[src/rtl/mtx_hop_sched_pkg.sv]
// mtx_hop_pkg: shared constants for the MTX frequency-hop scheduler.
//   - FSM state encoding as it appears on mtx_state (IDLE/PILOT/DATA/GUARD)
//   - bit positions used on the front-panel debug GPIO when
//     MTX_HOP_GPIO_EN is defined
package mtx_hop_pkg;

  localparam logic [1:0] ST_IDLE  = 2'd0;
  localparam logic [1:0] ST_PILOT = 2'd1;
  localparam logic [1:0] ST_DATA  = 2'd2;
  localparam logic [1:0] ST_GUARD = 2'd3;

  localparam int GPIO_HOP_CLK_BIT = 0;
  localparam int GPIO_HOP_RST_BIT = 1;
  localparam int GPIO_STATE_LSB   = 2;
  localparam int GPIO_DDR_MASK    = 'h00F;

endpackage

[src/rtl/mtx_symb_timer.sv]
// mtx_symb_timer: symbol-period cycle counter.
// Counts 0..SYMB_LEN-1 while clear is low and flags the last cycle of each
// symbol on symb_end (combinational from the registered count).
// Ports:
//   clk      - clock
//   reset    - synchronous, active-high
//   clear    - holds the counter at 0 (scheduler idle)
//   symb_end - high on the final cycle of the current symbol
module mtx_symb_timer #(
  parameter int SYMB_LEN = 1024
) (
  input  logic clk,
  input  logic reset,
  input  logic clear,
  output logic symb_end
);

  localparam int CNT_W = (SYMB_LEN > 1) ? $clog2(SYMB_LEN) : 1;
  localparam logic [CNT_W-1:0] CNT_LAST = CNT_W'(SYMB_LEN - 1);

  logic [CNT_W-1:0] cnt;

  always_ff @(posedge clk) begin
    if (reset || clear) begin
      cnt <= '0;
    end else if (cnt == CNT_LAST) begin
      cnt <= '0;
    end else begin
      cnt <= cnt + CNT_W'(1);
    end
  end

  assign symb_end = !clear && (cnt == CNT_LAST);

endmodule

[src/rtl/mtx_hop_sched.sv]
// mtx_hop_sched: frequency-hop transmit scheduler for the MTX datapath.
// A frame is one pilot symbol, ntx_bits BFSK data symbols (LSB first) and one
// guard symbol. The hop carrier advances every NSYMB symbols across NHOP
// channels; phase increments and hop strobes feed the NCO/mixer chain.
// Optional feature: define MTX_HOP_GPIO_EN to drive hop_clk, hop_rst and
// mtx_state onto fp_gpio_out[3:0] (fp_gpio_ddr = 0x00F); otherwise both
// GPIO outputs are tied to 0.
// Ports:
//   clk, reset             - clock, synchronous active-high reset
//   start, tx_bits, ntx_bits - frame request and payload (latched in IDLE)
//   busy, done             - frame in progress / one-cycle end-of-frame pulse
//   mtx_ph_inc, hop_ph_inc - modulated and carrier phase increments
//   nhop, symbN            - hop index and symbol index within the hop
//   ntx_bits_cnt           - data bits completed
//   hop_clk, hop_rst       - hop entry strobe / hop chain reset
//   mtx_state              - 0 IDLE, 1 PILOT, 2 DATA, 3 GUARD
//   fp_gpio_out, fp_gpio_ddr - debug GPIO
module mtx_hop_sched
  import mtx_hop_pkg::*;
#(
  parameter int PHASE_WIDTH   = 24,
  parameter int NSYMB_WIDTH   = 16,
  parameter int TX_BITS_WIDTH = 128,
  parameter int BIT_CNT_WIDTH = 7,
  parameter int REG_WIDTH     = 12,
  parameter int NHOP          = 8,
  parameter int NSYMB         = 9,
  parameter int SYMB_LEN      = 1024,
  parameter int BASE_PH_INC   = 0,
  parameter int HOP_PH_STEP   = 4096,
  parameter int FSK_DEV       = 256,
  localparam int HOP_W        = (NHOP > 1) ? $clog2(NHOP) : 1
) (
  input  logic                     clk,
  input  logic                     reset,
  input  logic                     start,
  input  logic [TX_BITS_WIDTH-1:0] tx_bits,
  input  logic [BIT_CNT_WIDTH-1:0] ntx_bits,
  output logic                     busy,
  output logic                     done,
  output logic [PHASE_WIDTH-1:0]   mtx_ph_inc,
  output logic [PHASE_WIDTH-1:0]   hop_ph_inc,
  output logic [HOP_W-1:0]         nhop,
  output logic [NSYMB_WIDTH-1:0]   symbN,
  output logic [BIT_CNT_WIDTH-1:0] ntx_bits_cnt,
  output logic                     hop_clk,
  output logic                     hop_rst,
  output logic [1:0]               mtx_state,
  output logic [REG_WIDTH-1:0]     fp_gpio_out,
  output logic [REG_WIDTH-1:0]     fp_gpio_ddr
);

  localparam logic [PHASE_WIDTH-1:0] BASE_PH  = PHASE_WIDTH'(BASE_PH_INC);
  localparam logic [PHASE_WIDTH-1:0] STEP_PH  = PHASE_WIDTH'(HOP_PH_STEP);
  localparam logic [PHASE_WIDTH-1:0] DEV_PH   = PHASE_WIDTH'(FSK_DEV);
  localparam logic [HOP_W-1:0]       HOP_LAST = HOP_W'(NHOP - 1);
  localparam logic [NSYMB_WIDTH-1:0] SYMB_LAST = NSYMB_WIDTH'(NSYMB - 1);

  // BFSK around the carrier; wraps modulo 2^PHASE_WIDTH.
  function automatic logic [PHASE_WIDTH-1:0] fsk_mod(
    input logic [PHASE_WIDTH-1:0] carrier,
    input logic                   bit_val
  );
    fsk_mod = bit_val ? (carrier + DEV_PH) : (carrier - DEV_PH);
  endfunction

  logic                     symb_end;
  logic [TX_BITS_WIDTH-1:0] tx_sh;
  logic [BIT_CNT_WIDTH-1:0] ntx_q;

  logic [1:0]               state_d;
  logic                     done_d, hop_clk_d, hop_rst_d, load, shift;
  logic [PHASE_WIDTH-1:0]   mtx_d, hop_ph_d, step_ph;
  logic [HOP_W-1:0]         nhop_d;
  logic [NSYMB_WIDTH-1:0]   symb_d;
  logic [BIT_CNT_WIDTH-1:0] bits_d;
  logic [REG_WIDTH-1:0]     gpio_out_d, gpio_ddr_d;
  logic                     last_symb;

  mtx_symb_timer #(.SYMB_LEN(SYMB_LEN)) u_timer (
    .clk      (clk),
    .reset    (reset),
    .clear    (mtx_state == ST_IDLE),
    .symb_end (symb_end)
  );

  always_comb begin
    state_d   = mtx_state;
    done_d    = 1'b0;
    hop_clk_d = 1'b0;
    load      = 1'b0;
    shift     = 1'b0;
    mtx_d     = mtx_ph_inc;
    hop_ph_d  = hop_ph_inc;
    nhop_d    = nhop;
    symb_d    = symbN;
    bits_d    = ntx_bits_cnt;
    last_symb = (symbN == SYMB_LAST);
    // Carrier of the next symbol: steps only when this symbol closes a hop,
    // and returns to BASE_PH when the hop index wraps to 0.
    if (!last_symb)
      step_ph = hop_ph_inc;
    else if (nhop == HOP_LAST)
      step_ph = BASE_PH;
    else
      step_ph = hop_ph_inc + STEP_PH;

    if (mtx_state == ST_IDLE) begin
      if (start) begin
        state_d   = ST_PILOT;
        load      = 1'b1;
        nhop_d    = '0;
        symb_d    = '0;
        bits_d    = '0;
        hop_ph_d  = BASE_PH;
        mtx_d     = BASE_PH;
        hop_clk_d = 1'b1;
      end
    end else if (symb_end) begin
      if (mtx_state == ST_PILOT) begin
        if (ntx_q == '0) begin
          state_d = ST_GUARD;
          mtx_d   = step_ph;
        end else begin
          state_d = ST_DATA;
          mtx_d   = fsk_mod(step_ph, tx_sh[0]);
        end
      end else if (mtx_state == ST_DATA) begin
        shift  = 1'b1;
        bits_d = ntx_bits_cnt + BIT_CNT_WIDTH'(1);
        if (bits_d == ntx_q) begin
          state_d = ST_GUARD;
          mtx_d   = step_ph;
        end else begin
          // tx_sh[1] becomes the LSB once this symbol's shift lands.
          mtx_d   = fsk_mod(step_ph, tx_sh[1]);
        end
      end else begin
        state_d = ST_IDLE;
        done_d  = 1'b1;
      end

      // The guard symbol ends the frame, so no hop step leaks into IDLE.
      if (mtx_state != ST_GUARD) begin
        symb_d    = last_symb ? '0 : symbN + NSYMB_WIDTH'(1);
        hop_ph_d  = step_ph;
        hop_clk_d = last_symb;
        if (last_symb)
          nhop_d = (nhop == HOP_LAST) ? '0 : nhop + HOP_W'(1);
      end
    end

    hop_rst_d = (state_d == ST_IDLE) || load;

`ifdef MTX_HOP_GPIO_EN
    gpio_out_d = '0;
    gpio_out_d[GPIO_HOP_CLK_BIT]     = hop_clk_d;
    gpio_out_d[GPIO_HOP_RST_BIT]     = hop_rst_d;
    gpio_out_d[GPIO_STATE_LSB +: 2]  = state_d;
    gpio_ddr_d = REG_WIDTH'(GPIO_DDR_MASK);
`else
    gpio_out_d = '0;
    gpio_ddr_d = '0;
`endif
  end

  always_ff @(posedge clk) begin
    if (reset) begin
      mtx_state    <= ST_IDLE;
      busy         <= 1'b0;
      done         <= 1'b0;
      mtx_ph_inc   <= BASE_PH;
      hop_ph_inc   <= BASE_PH;
      nhop         <= '0;
      symbN        <= '0;
      ntx_bits_cnt <= '0;
      hop_clk      <= 1'b0;
      hop_rst      <= 1'b1;
      fp_gpio_out  <= '0;
      fp_gpio_ddr  <= '0;
    end else begin
      mtx_state    <= state_d;
      busy         <= (state_d != ST_IDLE);
      done         <= done_d;
      mtx_ph_inc   <= mtx_d;
      hop_ph_inc   <= hop_ph_d;
      nhop         <= nhop_d;
      symbN        <= symb_d;
      ntx_bits_cnt <= bits_d;
      hop_clk      <= hop_clk_d;
      hop_rst      <= hop_rst_d;
      fp_gpio_out  <= gpio_out_d;
      fp_gpio_ddr  <= gpio_ddr_d;
    end
  end

  // Payload register: only meaningful while a frame is in flight.
  always_ff @(posedge clk) begin
    if (load) begin
      tx_sh <= tx_bits;
      ntx_q <= ntx_bits;
    end else if (shift) begin
      tx_sh <= tx_sh >> 1;
    end
  end

endmodule

[config.mk]
export PLATFORM = sky130hd
export DESIGN_NAME = mtx_hop_sched
export DESIGN_NICKNAME = d
export VERILOG_FILES = /design/src/rtl/mtx_hop_sched_pkg.sv /design/src/rtl/mtx_symb_timer.sv /design/src/rtl/mtx_hop_sched.sv
export SDC_FILE = /design/constraint.sdc
export NUM_CORES = 1
export LEC_CHECK = 0
export CORE_UTILIZATION = 46
export DETAILED_ROUTE_END_ITERATION = 8
export GPL_TIMING_DRIVEN = 0
export PLACE_DENSITY = 0.86
export SLEW_MARGIN = 10
export SYNTH_ARGS = -nofsm -noshare
export SYNTH_HDL_FRONTEND = slang
export SYNTH_HIERARCHICAL = 1
export SYNTH_SLANG_ARGS = --single-unit
[constraint.sdc]
create_clock -name clk -period 4.46 [get_ports clk]
set_input_delay 0.446 -clock clk [delete_from_list [all_inputs] [get_ports clk]]
set_output_delay 0.446 -clock clk [all_outputs]
set_load 0.005 [all_outputs]
== Word level (Yosys, flattened, before mapping) ==
Cells that the tools add are included.
W data, S select, Z words.
Storage, ports and cells
  register bits after elaboration: 225
  output and inout port bits: 104
  logic and storage cells: 99
Operators by class
  $add $sub $neg: 7
  muxes and demuxes: 49
  equal/unequal tests: 9
  reduce and logical (&&, ||, !) cells: 20
  bitwise operators: 1
Operators by type and width (number)
  $mux W24: 14
  $mux W128: 2
  $mux W16: 5
  $mux W7: 5
  $add A24 B13 Y24 const B: 1
  $add A24 B9 Y24 const B: 1
  $sub A24 B9 Y24 const B: 1
  $mux W3: 6
  $add A16 B1 Y16 const B: 1
  $eq A16 B4 Y1 const B: 1
  $mux W2: 6
  $reduce_bool A2 Y1: 6
  $mux W1: 11
  $add A10 B1 Y10 const B: 1
  $eq A10 B10 Y1 const B: 1
  $reduce_and A4 Y1: 2
  $add A7 B1 Y7 const B: 1
  $eq A7 B7 Y1: 1
  $logic_not A7 Y1: 1
  $reduce_and A3 Y1: 2
  $logic_not A2 Y1: 2
  $ne A2 B2 Y1 const B: 2
  $reduce_or A4 Y1: 1
  $add A3 B1 Y3 const B: 1
  other kinds (10): 11

== Logic depth before layout (Yosys ltp) ==
Gate-level depths: netlist of the first run.
  word-level depth: 10
  depth in mapped cells: 16

== Hierarchy ==
Netlist of the first run, hierarchy kept.
By module, submodules not included
  mtx_hop_sched: cells an instance 932, times used 1, sequential area each 5655.4 µm², area each 10635.2 µm²
  mtx_symb_timer: cells an instance 50, times used 1, sequential area each 200.2 µm², area each 440.4 µm²

== Worst setup path after synthesis of the first run ==
Ideal clock, no wire load.
  path kind: reg2reg
  start: register mtx_state[0]
  end: register tx_sh[0] (enable)
  setup slack: -0.329 ns
  setup time: 0.492 ns
  cell stages (with the launch flop): 8
  data arrival time: 4.298 ns
  path buffers: 1
  period minus slack after synthesis: 4.789 ns
  required time: 3.968 ns
  path through: dfxtp_1 inv_1 ha_1 nor4_1 nor2b_1 clkbuf_1 nand2_1 nand2_1
Between the ends
  longest elaborated chain between the ends: 6
  elaborated cells between the ends (all ways): 11
  those cells by class: eq/ne: 2; mux: 5; reduce/logical: 4
RTL lines
  start, declared: line mtx_hop_sched.sv:48  | output logic [1:0] mtx_state,
  start signal, assigned: line mtx_hop_sched.sv:182  | mtx_state <= state_d;
  $logic_not A2 Y1: line mtx_hop_sched.sv:83  | .clear (mtx_state == ST_IDLE),
  $logic_not A1 Y1: line mtx_symb_timer.sv:33  | assign symb_end = !clear && (cnt == CNT_LAST);
  $logic_and A1 B1 Y1: line mtx_symb_timer.sv:33
  named net symb_end: line mtx_hop_sched.sv:67  | logic symb_end;
  $mux W1: line mtx_hop_sched.sv:119  | end else if (symb_end) begin
  $mux W1: line mtx_hop_sched.sv:108  | if (mtx_state == ST_IDLE) begin
  $reduce_bool A2 Y1 (no line)
  end signal, assigned: line mtx_hop_sched.sv:200  | tx_sh <= tx_bits;
  end signal, assigned: line mtx_hop_sched.sv:203  | tx_sh <= tx_sh >> 1;
  end, declared: line mtx_hop_sched.sv:68  | logic [TX_BITS_WIDTH-1:0] tx_sh;
The timed path passes the listed nets, and every way through them passes these cells.
A chain may end at the register's enable or synchronous reset.

== Worst setup path after layout of the first run ==
  start: register symbN[0]
  end: register mtx_ph_inc[20]
Between the ends
  longest elaborated chain between the ends: 9
  elaborated cells between the ends (all ways): 12
  those cells by class: add/sub: 2; eq/ne: 1; mux: 9
RTL lines
  start, declared: line mtx_hop_sched.sv:44  | output logic [NSYMB_WIDTH-1:0] symbN,
  start signal, assigned: line mtx_hop_sched.sv:188  | symbN <= symb_d;
  $eq A16 B4 Y1 *: line mtx_hop_sched.sv:98  | last_symb = (symbN == SYMB_LAST);
  $mux W24 *: line mtx_hop_sched.sv:101  | if (!last_symb)
  $sub A24 B9 Y24 / $add A24 B9 Y24 (equally long branches): line mtx_hop_sched.sv:64  | fsk_mod = bit_val ? (carrier + DEV_PH) : (carrier - DEV_PH);
  $mux W24: line mtx_hop_sched.sv:64
  $mux W24: line mtx_hop_sched.sv:131  | if (bits_d == ntx_q) begin
  $mux W24: line mtx_hop_sched.sv:128  | end else if (mtx_state == ST_DATA) begin
  $mux W24 *: line mtx_hop_sched.sv:120  | if (mtx_state == ST_PILOT) begin
  $mux W24 *: line mtx_hop_sched.sv:119
  $mux W24 *: line mtx_hop_sched.sv:108
  end signal, assigned: line mtx_hop_sched.sv:185  | mtx_ph_inc <= mtx_d;
  end, declared: line mtx_hop_sched.sv:41  | output logic [PHASE_WIDTH-1:0] mtx_ph_inc,
Every way passes the cells marked *; elsewhere a longest branch is shown, timed or not. The select of a mux whose other input is x is not followed.

==> results of run 1 <==
## cells in the mapped netlist (4+ instances only)
cell      instances  area share
inv_1            11      0.0037
nor4_1           15      0.0085
nand3_1          36       0.016
clkbuf_1         45       0.015
a21oi_1          51       0.023
xnor2_1          15       0.012
a211oi_1          4      0.0027
xor2_1           20       0.016
a22oi_1          15       0.010
nor3_1           23       0.010
a211o_1           4      0.0032
o21ai_0          32       0.014
nand2_1          70       0.024
and2_1           14      0.0079
o211ai_1          5      0.0034
o31ai_1          10      0.0068
or3_1             9      0.0051
clkbuf_8          5      0.0062
mux2i_1           4      0.0036
and3_1            7      0.0040
a31oi_1           6      0.0034
dfxtp_1          90        0.16
or4_1             6      0.0041
nor2_1           77       0.026
nand4_1          13      0.0073
nand2b_1          9      0.0051
and4_1            5      0.0040
ha_1             15       0.017
edfxtp_1        135        0.37
buf_4            25       0.017
nor2b_1           5      0.0028
mux2_2          129        0.13
## flip-flops by register name, summed over array words and instances (netlist names), 2 cells and up
register and cells:
mtx_state 2, hop_ph_inc 24, ntx_q 7, u_timer/cnt 10, symbN 16, mtx_ph_inc 24, tx_sh 128, ntx_bits_cnt 7
nhop 3
## area by class of cell
| cell class | instances | area (sq um) |
|---|---|---|
| Buffer | 82 | 478 |
| Clock buffer | 36 | 677 |
| Clock inverter | 10 | 151 |
| Fill cell | 1909 | 8940 |
| Inverter | 11 | 41.3 |
| Multi-Input combinational cell | 687 | 4800 |
| Sequential cell | 225 | 5860 |
| Tap cell | 319 | 399 |
| Timing Repair Buffer | 218 | 2200 |
## cells by family (layout without fill, tap and decap cells)
| family | after synthesis | after routing | synth area share |
|---|---|---|---|
| multiplexers | 134 | 134 | 0.136 |
| buffers and inverters | 93 | 357 | 0.0469 |
| XOR/XNOR | 35 | 35 | 0.0277 |
| AO/OA/AOI/OAI | 158 | 158 | 0.0913 |
| other | 1 | 24 | 0.000339 |
| AND/OR/NAND/NOR | 321 | 321 | 0.152 |
| flip-flops | 225 | 225 | 0.529 |
| adder cells (fa/ha/maj) | 15 | 15 | 0.0169 |
## critical path, cell delays in order (launching register included)
cell and delay [ns]:
dfxtp_1 0.40, inv_1 0.08, ha_1 0.22, nor4b_2 0.18, and4_2 0.24, buf_6 0.13, buf_2 0.19, nand2_1 0.13
clkbuf_1 0.43, nand2_1 0.19, inv_1 0.10, ha_1 0.30, o211ai_1 0.15, a211oi_1 0.42, mux2i_1 0.14, a311oi_1 0.40
o22ai_1 0.14
## power breakdown
group	switching, mW	internal, mW
clock network	0.869	1.24
registers	0.0387	2.35
logic	0.228	0.289
## path summary, 6_finish.rpt
check | start | end | cells after the start
min | mtx_ph_inc[5] | mtx_ph_inc[5] | 2
max | symbN[0] | mtx_ph_inc[20] | 16
min reg2reg | mtx_ph_inc[5] | mtx_ph_inc[5] | 2
max reg2reg | symbN[0] | mtx_ph_inc[20] | 16
## stage by stage
stage | area (sq um) | instances
global route | 14600 | 1588
CTS | 14600 | 1588
floorplan | 11200 | 1005
detailed placement | 13800 | 1542
global placement | 13700 | 1541
finish | 14600 | 1588
## per-layer routing
layer / vias up / wire, um / track usage
met3: 53 / 3100 / 0.0699
met1: 4179 / 11500 / 0.290
met4: 0 / 737 / 0.0684
met5: - / 0 / 0
li1: 4140 / - / -
met2: 426 / 14300 / 0.401
==> metrics.md, run 1 <==
| Metric | Value |
|---|---|
| Worst EP required | `4.86 ns` |
| GRT Util Overall | `0.236` |
| Worst skew pair latency | `0.55 ns` |
| CP Launch Type | `flip-flop` |
| Pwr Density | `344 nW/um^2` |
| Final setup viols | `0` |
| Slew at the pin closest to its max-slew limit | `1.05 ns` |
| Number of global-route vias before repair | `8365` |
| Hold WC Path Type | `reg2reg` |
| CTS tree | `done` |
| Die footprint | `24700 sq um` |
| Clk sink count | `225` |
| Routability cong. | `0.964` |
| Synth cell types | `79` |
| Row count | `56` |
| Fin nets | `1403` |
| Cts-stage hold buffer count | `0` |
| Clock skew | `0.0187 ns` |
| Critical path type | `reg2reg` |
| Post-Syn Area | `11100 sq um` |
| CP Max Fanout | `10` |
| Final Hold Violating Endpoints | `0` |
| First-pass GRT wire length | `45200 um` |
| Vias per cell | `5.54` |
| Peak VDD IR | `350 uV` |
| Flop2flop setup slack | `0.49 ns` |
| Port bufs | `217` |
| F_max | `252 MHz` |
| DP HPWL | `21100 um` |
| Antenna Violating Nets Remaining | `0` |
| Post-layout util | `0.620` |
| Post-synthesis cell count | `982` |
| I/O pin total | `242` |
| Flop and latch count out of synthesis | `225` |
| Largest net degree at the start of global routing | `89` |
| Drt total wl | `29600 um` |
| Mean Syn Cell Area | `11.3 sq um` |
| RSZ-0062 raised after global routing | `no` |
| Clk slew on worst S/H paths | `0.06 ns` |
| Yosys warnings | `6` |
| Most used DFF post-synth | `edfxtp_1` |
| Slew HR | `0.293` |
| Tmin final | `3.97 ns` |
| Hold slack | `0.450 ns` |
| Fraction of layout cells with a size suffix above 1 | `0.178` |
| CTS Root Buffer Type | `clkbuf_16` |
| Arrival @ worst endpoint | `4.37 ns` |
| Final period utilization | `0.889` |
| Area delta synth->final | `31.9%` |
| Starting Density | `0.470` |
| Post-synth EDFFs | `135` |
| Post-synth ARST share | `0` |
| Sequential cell area fraction in the yosys report | `0.529` |
| Post-route setup slack | `0.493 ns` |
| Clk buf depth | `3` |
| Number of DRC markers in iteration 0 | `628` |
| H-tree levels | `1` |
| DRT Pass-1 Iters | `5` |
| Post-CTS setup buffer count | `0` |
| Status | `finished, final reports clean` |
| CTS buffer count | `25` |
| Global route overflow | `0` |
| Routed vias | `8798` |
| Setup TNS Final | `0 ns` |
| Die Height | `157 um` |
| Diodes inserted | `0` |
| Wire per inst | `18.7 um` |
| Most frequent cells in the layout | `clkdlybuf4s50_1 (217), edfxtp_1 (135), mux2_2 (129), dfxtp_1 (90), nor2_1 (77)` |
| Placement Setup Slack | `0.623 ns` |
| Overall Power | `5.02 mW` |
| Core area | `23500 sq um` |
| Die width | `157 um` |
| Max Slew Vio Count | `0` |
| Leak | `5.10 nW` |
| DRC | `0` |
| Critical path endpoint category | `flip-flop` |
| Initial antenna violation count | `0` |
| Post_cts resized | `0` |
| Most common cell after layout, fill and taps aside | `clkdlybuf4s50_1` |
| Max-cap violations | `0` |
(Power assumes the default switching activity.)
==> inputs of run 2 (changes only) <==
Settings changed: RECOVER_POWER set to 100, SLEW_MARGIN 10 to 20.
==> metrics.md, run 2 (synthesis results as in run 1) <==
| Metric | Value |
|---|---|
| Largest net degree at the start of global routing | `89` |
| Buf/Inv on CP | `3` |
| Most common cell after layout, fill and taps aside | `edfxtp_1` |
| Pwr Density | `344 nW/um^2` |
| Number of DRC markers in iteration 0 | `648` |
| Vias per cell | `5.51` |
| CTS buffer count | `25` |
| Die Height | `157 um` |
| DRT Pass-1 Iters | `8` |
| Setup TNS Final | `0 ns` |
| Net Sw Frac | `0.226` |
| CTS Root Buffer Type | `clkbuf_16` |
| Initial antenna violation count | `5` |
| Max Slew Vio Count | `0` |
| DP HPWL | `21100 um` |
| CP peak stage delay | `0.70 ns` |
| Finished Cell Area | `14600 sq um` |
| Overall Power | `5.01 mW` |
| Slew at the pin closest to its max-slew limit | `1.05 ns` |
| Clk sink count | `225` |
| Slew HR | `0.295` |
| DRC | `0` |
| Clk buf depth | `3` |
| Most flops, register | `tx_sh` |
| Pint | `3.88 mW` |
| Fraction of layout cells with a size suffix above 1 | `0.173` |
| Antenna Violating Nets Remaining | `0` |
| Routed vias | `8770` |
| Post-CTS setup buffer count | `0` |
| F_max | `253 MHz` |
| Fin nets | `1403` |
| RSZ-0062 raised after global routing | `no` |
| Cts-stage hold buffer count | `0` |
| Core area | `23500 sq um` |
| CTS tree | `done` |
| Die footprint | `24700 sq um` |
| Critical path type | `reg2reg` |
| Max-cap violations | `0` |
| Wire per inst | `18.6 um` |
| Placed Cells | `1542` |
| Most frequent cells in the layout | `edfxtp_1 (135), clkdlybuf4s50_1 (130), mux2_2 (124), dfxtp_1 (90), dlygate4sd3_1 (87)` |
| Post_cts resized | `0` |
| Number of global-route vias before repair | `8365` |
| Slowest cell on crit path | `nand2_2` |
| Final Non-Filler Cells | `1591` |
| Clock skew | `0.0147 ns` |
| Gate power share | `0.101` |
| Clock share of power | `0.421` |
| Port bufs | `217` |
| Worst skew pair latency | `0.54 ns` |
| Final period utilization | `0.887` |
| CP Max Fanout | `88` |
| Starting Density | `0.470` |
| Crit path cell chain | `inv_1 > ha_1 > nor4_1 > nor2b_1 > clkbuf_1 > nand2_1 > nand2_2 > buf_6` |
| CP Launch Type | `flip-flop` |
| Largest registers | `tx_sh x128, hop_ph_inc x24, mtx_ph_inc x24` |
| GRT Util Overall | `0.236` |
| Routability cong. | `0.964` |
| Psw | `1.13 mW` |
| Leak | `5.36 nW` |
| Peak VDD IR | `356 uV` |
| Tmin final | `3.96 ns` |
| First-pass GRT wire length | `45200 um` |
| Placement Setup Slack | `0.623 ns` |
| Drt total wl | `29500 um` |
| Hold WC Path Type | `reg2reg` |
| Sequential power share | `0.477` |
| Worst EP required | `4.62 ns` |
| Hold slack | `0.446 ns` |
| Clk slew on worst S/H paths | `0.06 ns` |
| Final Hold Violating Endpoints | `0` |
| Placed Area | `13800 sq um` |
| Die width | `157 um` |
| Flip-flop count of the largest register after layout | `128` |
| Fillcell total | `1913` |
| H-tree levels | `1` |
| Area delta synth->final | `31.5%` |
| Final setup viols | `0` |
| Family with the most delay on the worst path | `simple AND/OR/NAND/NOR gates` |
| Row count | `56` |
| Critical path endpoint category | `flip-flop` |
| Post-layout util | `0.619` |
| I/O pin total | `242` |
| Global route overflow | `0` |
| Status | `finished, final reports clean` |
| Arrival @ worst endpoint | `4.12 ns` |
| Post-route setup slack | `0.504 ns` |
## run 2: changes by cell type in the layout (fill, tap and decap cells not counted), sizes merged
cell	before	now
clkdlybuf4s50	217	130
diode	0	3
dlygate4sd3	0	87
## run 2: layout make-up
| type | instances | area [sq um] | area share |
|---|---|---|---|
| repair buffers | 218 | 2180 | 0.150 |
| flip-flops and latches | 225 | 5860 | 0.402 |
| plain buffers | 82 | 478 | 0.0328 |
| multi-input cells | 687 | 4780 | 0.328 |
| well taps | 319 | 399 | 0.0274 |
| inverters | 11 | 41.3 | 0.00283 |
| clock buffers | 36 | 677 | 0.0465 |
| diodes | 3 | 7.51 | 0.000515 |
| clock inverters | 10 | 151 | 0.0104 |
## run 2: tightest hold or removal path: stages (launching register included)
cell	delay, ns
dfxtp_1	0.30
nand2_1	0.05
a21oi_1	0.05
## run 2: final timing paths
| path | slack (ns) | endpoint | depth (start not counted) | startpoint |
|---|---|---|---|---|
| worst max register to register | 0.50 | tx_sh[67] | 8 | mtx_state[0] |
| worst max-delay path | 0.50 | tx_sh[67] | 8 | mtx_state[0] |
| worst min-delay path | 0.45 | mtx_ph_inc[5] | 2 | mtx_ph_inc[5] |
| worst min register to register | 0.45 | mtx_ph_inc[5] | 2 | mtx_ph_inc[5] |
## run 2: power groups by stage
stage               registers [mW]  clock network [mW]  logic, mW
finish                        2.39                2.11      0.508
global route                  2.40                2.22      0.548
detailed placement            2.43                   0      0.512
CTS                           2.39                2.14      0.518
floorplan                     2.42                   0      0.300
global placement              2.44                   0      0.488
## run 2: routing by layer
layer  part of all wire  track usage  vias to the layer above
li1                   -            -                     4141
met1               0.39        0.290                     4162
met2               0.48        0.401                      416
met3               0.11       0.0699                       47
met4              0.025       0.0684                        4
met5            0.00068            0                        -
